File: src/rtl/fp_wb_pkg.sv
// Shared widths and requester ids for the FP writeback arbiter.
package fp_wb_pkg;
  localparam int DATA_WIDTH = 32;
  localparam int ADDR_WIDTH = 5;
  localparam int NREGS      = 2 ** ADDR_WIDTH;

  typedef enum logic {
    REQ_A = 1'b0,
    REQ_B = 1'b1
  } req_id_e;
endpackage

File: src/rtl/fp_wb_slot.sv
// One-entry holding slot for a writeback requester; a beat to r0 is accepted and dropped.
module fp_wb_slot #(
  parameter int ADDR_WIDTH = 5,
  parameter int DATA_WIDTH = 32
) (
  input  logic                  Clk,
  input  logic                  Rst_n,
  input  logic                  in_valid,
  input  logic [ADDR_WIDTH-1:0] in_addr,
  input  logic [DATA_WIDTH-1:0] in_data,
  input  logic                  grant,
  output logic                  ready,
  output logic                  full,
  output logic [ADDR_WIDTH-1:0] addr,
  output logic [DATA_WIDTH-1:0] data
);
  // Ready looks only at slot state and the grant, never at in_valid.
  assign ready = !full || grant;

  always_ff @(posedge Clk or negedge Rst_n) begin
    if (!Rst_n) begin
      full <= 1'b0;
      addr <= '0;
      data <= '0;
    end else if (in_valid && ready && in_addr != '0) begin
      full <= 1'b1;
      addr <= in_addr;
      data <= in_data;
    end else if (grant) begin
      full <= 1'b0;
    end
  end
endmodule

File: src/rtl/fp_wb_arbiter.sv
// Round-robin arbiter of FPU and FP-load writebacks onto the FP regfile port, plus busy scoreboard.
module fp_wb_arbiter #(
  parameter int DATA_WIDTH = fp_wb_pkg::DATA_WIDTH,
  parameter int ADDR_WIDTH = fp_wb_pkg::ADDR_WIDTH
) (
  input  logic                  Clk,
  input  logic                  Rst_n,
  input  logic                  A_Valid,
  output logic                  A_Ready,
  input  logic [ADDR_WIDTH-1:0] A_Addr,
  input  logic [DATA_WIDTH-1:0] A_Data,
  input  logic                  B_Valid,
  output logic                  B_Ready,
  input  logic [ADDR_WIDTH-1:0] B_Addr,
  input  logic [DATA_WIDTH-1:0] B_Data,
  input  logic                  Iss_Valid,
  input  logic [ADDR_WIDTH-1:0] Iss_Addr,
  input  logic [ADDR_WIDTH-1:0] Chk_Addr1,
  input  logic [ADDR_WIDTH-1:0] Chk_Addr2,
  output logic                  Busy1,
  output logic                  Busy2,
  output logic                  W_WE,
  output logic [ADDR_WIDTH-1:0] W_Addr,
  output logic [DATA_WIDTH-1:0] W_Din
);
  import fp_wb_pkg::*;

  localparam int NUM_REGS = 2 ** ADDR_WIDTH;

  logic [1:0]                 valid_in, ready, full, grant;
  logic [1:0][ADDR_WIDTH-1:0] addr_in, slot_addr;
  logic [1:0][DATA_WIDTH-1:0] data_in, slot_data;
  req_id_e                    ptr_q;
  logic [ADDR_WIDTH-1:0]      sel_addr;
  logic [DATA_WIDTH-1:0]      sel_data;
  logic [NUM_REGS-1:0]        busy_q, busy_d;

  assign valid_in = {B_Valid, A_Valid};
  assign addr_in  = {B_Addr, A_Addr};
  assign data_in  = {B_Data, A_Data};
  assign A_Ready  = ready[0];
  assign B_Ready  = ready[1];

  for (genvar i = 0; i < 2; i++) begin : g_slot
    fp_wb_slot #(.ADDR_WIDTH(ADDR_WIDTH), .DATA_WIDTH(DATA_WIDTH)) u_slot (
      .Clk      (Clk),
      .Rst_n    (Rst_n),
      .in_valid (valid_in[i]),
      .in_addr  (addr_in[i]),
      .in_data  (data_in[i]),
      .grant    (grant[i]),
      .ready    (ready[i]),
      .full     (full[i]),
      .addr     (slot_addr[i]),
      .data     (slot_data[i])
    );
  end

  always_comb begin
    grant = '0;
    if (full[0] && (!full[1] || ptr_q == REQ_A)) grant[0] = 1'b1;
    else if (full[1])                            grant[1] = 1'b1;
  end

  assign sel_addr = grant[1] ? slot_addr[1] : slot_addr[0];
  assign sel_data = grant[1] ? slot_data[1] : slot_data[0];

  // Pointer moves to the loser only when both slots competed.
  always_ff @(posedge Clk or negedge Rst_n) begin
    if (!Rst_n) begin
      ptr_q  <= REQ_A;
      W_WE   <= 1'b0;
      W_Addr <= '0;
      W_Din  <= '0;
    end else begin
      W_WE <= |grant;
      if (|grant) begin
        W_Addr <= sel_addr;
        W_Din  <= sel_data;
      end
      if (&full) ptr_q <= (ptr_q == REQ_A) ? REQ_B : REQ_A;
    end
  end

  // Issue is applied after writeback so a same-edge set keeps the bit.
  always_comb begin
    busy_d = busy_q;
    if (W_WE)      busy_d[W_Addr]   = 1'b0;
    if (Iss_Valid) busy_d[Iss_Addr] = 1'b1;
    busy_d[0] = 1'b0;
  end

  always_ff @(posedge Clk or negedge Rst_n) begin
    if (!Rst_n) busy_q <= '0;
    else        busy_q <= busy_d;
  end

  assign Busy1 = busy_q[Chk_Addr1];
  assign Busy2 = busy_q[Chk_Addr2];
endmodule

File: config.mk
export PLATFORM = sky130hd
export DESIGN_NAME = fp_wb_arbiter
export DESIGN_NICKNAME = d
export VERILOG_FILES = /design/src/rtl/fp_wb_pkg.sv /design/src/rtl/fp_wb_slot.sv /design/src/rtl/fp_wb_arbiter.sv
export SDC_FILE = /design/constraint.sdc
export NUM_CORES = 1
export LEC_CHECK = 0
export CAP_MARGIN = 20
export CORE_MARGIN = 2
export CORE_UTILIZATION = 51
export DETAILED_ROUTE_END_ITERATION = 8
export GPL_ROUTABILITY_DRIVEN = 0
export HOLD_SLACK_MARGIN = 0.15
export PLACE_DENSITY = 0.8
export SYNTH_ARGS = -nofsm -noshare
export SYNTH_HDL_FRONTEND = slang
export SYNTH_SLANG_ARGS = --single-unit
File: constraint.sdc
create_clock -name Clk -period 2.1 [get_ports Clk]
set_input_delay 0.315 -clock Clk [delete_from_list [all_inputs] [get_ports Clk]]
set_output_delay 0.315 -clock Clk [all_outputs]
set_load 0.01 [all_outputs]
# Word level (Yosys, flattened, before mapping)
# Cells that the tools add are included.
[word_totals]
out_inout_bits = 42
word_cells = 59
reg_bits = 146
[op_classes]
order_cmp = 6
reduce_logical = 18
bitwise_logic = 4
muxes = 20
[ops]
columns = ["operator", "count"]
rows = [
  ["2-to-1 mux 32 bit", 3],
  ["AND 32 bit", 1],
  ["NOT 32 bit", 1],
  ["OR 32 bit", 1],
  ["less-than comparator 5 x 6 -> 1 bit (second input constant)", 4],
  ["2-to-1 mux 1 bit", 12],
  ["binary-select mux 1 bit (select 5 bit)", 2],
  ["demux 1 bit (select 5 bit)", 2],
  [">= comparator 5 x 1 -> 1 bit (second input constant)", 2],
  ["nonzero test 5 bit", 2],
  ["logical AND 1 bit", 7],
  ["2-to-1 mux 5 bit", 1],
  ["nonzero test 2 bit", 2],
  ["logical OR 1 bit", 3],
  ["logical NOT 1 bit", 2],
  ["AND reduction 2 bit", 1],
  ["OR reduction 2 bit", 1],
  ["NOT 1 bit", 1],
]

# Logic depth before layout (Yosys ltp)
[logic_depth]
ltp_word = 9
ltp_mapped = 6
ltp_nobuf = 4

# Modules after synthesis
# From an unflattened synthesis, not the netlist that was laid out.
[hier_totals]
hier_cells = 577
area_unflattened_um2 = 6826.5
[modules_own_cells]
columns = ["module", "area_each_um2", "cells_per_inst", "n_inst"]
rows = [
  ["fp_wb_arbiter", 3923.8, 409, 1],
  ["fp_wb_slot", 1451.4, 84, 2],
]

# Worst setup path after synthesis
# No wires, ideal clock.
[synth_path]
path_kind = "in2reg"
from = "input A_Addr[0]"
to = "register g_slot[0].u_slot.addr[4]"
path_buffers = 2
arrival_time_ns = 1.626
stages = 5
slack_ns = 0.346
cell_sequence = "or4_1 > o211ai_2 > buf_6 > buf_6 > mux2_1"
[synth_via]
elab_chain_cells = 2
[synth_rtl]
columns = ["element", "line", "rtl"]
rows = [
  ["from (decl)", "fp_wb_arbiter.sv:10", "input logic [ADDR_WIDTH-1:0] A_Addr,"],
  ["nonzero test 5 bit", "fp_wb_slot.sv:25", "end else if (in_valid && ready && in_addr != '0) begin"],
  ["logical AND 1 bit", "fp_wb_slot.sv:25", ""],
  ["to (signal assigned)", "fp_wb_slot.sv:27", "addr <= in_addr;"],
  ["to (decl)", "fp_wb_slot.sv:14", "output logic [ADDR_WIDTH-1:0] addr,"],
]
# No other way between the ends.
# A chain may end at the register's enable or synchronous reset.

# Worst setup path in the final report
[layout_path]
from = "register busy_q[23]"
to = "output Busy1"
[layout_via]
elab_chain_cells = 2
[layout_rtl]
columns = ["element", "line", "rtl"]
rows = [
  ["from (decl)", "fp_wb_arbiter.sv:36", "logic [NUM_REGS-1:0] busy_q, busy_d;"],
  ["from (signal assigned)", "fp_wb_arbiter.sv:95", "else busy_q <= busy_d;"],
  ["binary-select mux 1 bit (select 5 bit)", "fp_wb_arbiter.sv:98", "assign Busy1 = busy_q[Chk_Addr1];"],
  ["2-to-1 mux 1 bit (implied by the code)", "fp_wb_arbiter.sv:98", ""],
  ["to (decl)", "fp_wb_arbiter.sv:20", "output logic Busy1,"],
]
# No other way between the ends. The select of a mux whose other input is x is not followed.

==> reports/qor.yml <==
clock_network:
  htree_levels: 4
  root_buffer: "clkbuf_16"
  clk_latency_ns: 0.40
  path_clk_slew_ns: 0.06
  cts.path.max_buffers: 2
  cts.sinks: 146
  cts_buffers: 17
  cts_tree: "done"
synth:
  synth_commonest_cells: "146 x dfrtp_1, 62 x o21ai_0, 37 x a21o_1, 37 x a22o_1"
  synth.area.top_cells: "dfrtp_1 57%, mux2_1 6.4%, mux2_2 6.4%"
  yosysWarnings: 0
  synth_flop_cell: "dfrtp_1"
  yosysTopAreaCell: "dfrtp_1"
  syn-cell-area_sq_um: 6380
  synth_async_sr_flop_share_pct: 100
  syn_nets: 587
  yosysMostFrequentCell: "dfrtp_1"
  synth_cells: 493
  yosysSeqAreaShare_pct: 57.3
  yosysTopAreaCellShare_pct: 57.3
  syn_area_per_cell_sq_um: 12.9
  synth_edf_count: 0
  synth_cell_types: 32
  yosys_register_bits: 146
timing:
  maxSlewHeadroom_pct: 68.5
  post-route-period-util_pct: 99.6
  tns_ns: 0
  min_period_ns: 2.09
  finalHoldViolCount: 0
  fmax_mhz: 478
  setup_viol: 0
  finClkSkew_ns: 0.00782
  tightest_slew_ns: 0.472
  slew_violations: 0
  rsz0062_at_grt: "true"
run_status:
  status: "complete, no violations"
layout:
  drive_gt1_share_pct: 19.2
  fin_util_pct: 72.8
  nets: 748
  area_delta_synth_final_pct: 38.1
  multiInputGateArea_sq_um: 2640
  antenna_cells: 0
  fill_cells: 798
  seqCellArea_sq_um: 3650
global_route:
  grt_max_degree: 55
  grt_use_total_pct: 26.4
  antenna_found_initial: 0
  grt_first_pass_wirelength_mm: 27.0
  grt_pass1_vias: 5290
  overflow: 0
routing:
  vias: 4855
  vias_per_cell: 5.81
  routed_wl_mm: 16.8
  first_pass_iters: 5
  wl_per_cell_um: 20.1
  ant_nets: 0
  drt_iter0_markers: 356
  drc: 0
setup_path:
  cp-startpoint: "busy_q[23]"
  worstPathMaxFanout: 3
  worst_setup_path_end_kind: "output port"
  ff2ff_path_depth: 4
  critPathKind: "flop to output port"
  crit_required_ns: 1.78
  worst_setup_path_start_kind: "flop"
  rr_startpoint: "g_slot[0].u_slot.full"
  cp.arrival_ns: 1.78
  rr_endpoint: "g_slot[1].u_slot.addr[1]"
  rrSetupSlack_ns: 0.42
die:
  die_y_um: 116
  die_area_sq_um: 13400
  io_pins: 136
  fp.dieW_um: 116
  initial_core_util_pct: 52.7
  rows: 40
  core_area_sq_um: 12100
placed_design:
  dp_hpwl_mm: 11.3
  io_buffer_count: 135
run:
  cap_violations: 0
pwr:
  p_leak_nw: 3.86
  p_per_area_nw_per_um2: 1360
  power_mw: 12.0
  peakVddDrop_uv: 669
hold_path:
  hold_path_class: "input port to asynchronous set/reset pin"
## cell type report
cell class                      instances  area share, %
Clock buffer                           20           5.29
Clock inverter                         12           1.75
Inverter                                4          0.170
Multi-Input combinational cell        315           29.9
Sequential cell                       146           41.4
Tap cell                              168           2.38
Timing Repair Buffer                  170           19.1
## state kept, by name, summed over array words and instances (netlist names)
name and count:
W_Addr 5, g_slot.u_slot.data 64, ptr_q 1, W_WE 1
busy_q 31, g_slot.u_slot.addr 10, W_Din 32, g_slot.u_slot.full 2
## where the power goes
part | internal (mW) | switching, mW | total (mW)
clock | 1.96 | 1.15 | 3.12
sequential | 3.90 | 0.876 | 4.77
combinational | 2.24 | 1.83 | 4.06
total | 8.10 | 3.86 | 12.0
## worst max-delay path: stages (launching register included)
cell	delay (ns)
dfrtp_1	0.41
mux4_2	0.48
nand2b_4	0.15
o2111ai_2	0.08
nand4_1	0.10
buf_2	0.15
## through the flow
stage	hold WS [ns]	instance area, sq um	std cells	setup WS, ns
6_report	0.384	8810	835	0.00877
5_1_grt	0.418	8810	835	-0.0646
4_1_cts	0.396	8790	833	-0.00154
3_5_place_dp	0.260	8130	799	-0.474
3_3_place_gp	0.252	8130	799	-0.437
2_1_floorplan	0.0194	6380	493	0.346
## worst max-delay path by stage
stage                               endpoint  slack (ns)  depth (start not counted)
finish                                 Busy1       0.009                          5
global route                           Busy1       -0.06                          5
CTS                                    Busy2      -0.002                          5
detailed placement                     Busy2       -0.47                          6
global placement                       Busy2       -0.44                          6
floorplan           g_slot[0].u_slot.addr[4]        0.35                          5
## cells by family after synthesis
| logic type | share of synthesized area [%] |
|---|---|
| buffers and inverters | 2.80 |
| DFF | 57.3 |
| muxes | 17.6 |
| and+or+nand+nor | 5.49 |
| AOI/OAI and AO/OA | 16.8 |
## layout by cell type, fill, tap and decap left out, drive strengths merged, types with 5 or more instances in the layout
| cell | instances |
|---|---|
| nor2 | 9 |
| nand3b | 10 |
| a21o | 37 |
| clkbuf | 20 |
| dfrtp | 146 |
| nand3 | 14 |
| mux4 | 6 |
| buf | 37 |
| a22o | 37 |
| o21ai | 62 |
| mux2i | 18 |
| a21oi | 6 |
| clkdlybuf4s50 | 127 |
| mux2 | 72 |
| inv | 5 |
| or3b | 5 |
| nand2 | 10 |
| clkinv | 5 |
## routing by layer
| metal | routed length [um] | track usage, % |
|---|---|---|
| met4 | 306 | 9.92 |
| met5 | 0 | 0 |
| met3 | 1540 | 9.31 |
| met1 | 6650 | 32.5 |
| met2 | 8260 | 43.4 |
## timing repair
action	in CTS	in global routing
cloned	0	0
gates resized for setup	18	2
endpoints found under the hold margin	42	0
setup buffers	1	2
endpoints found under the setup margin	3	4
hold buffers	1	0
pin swaps	3	2
Power figures use the tool's default switching activity.
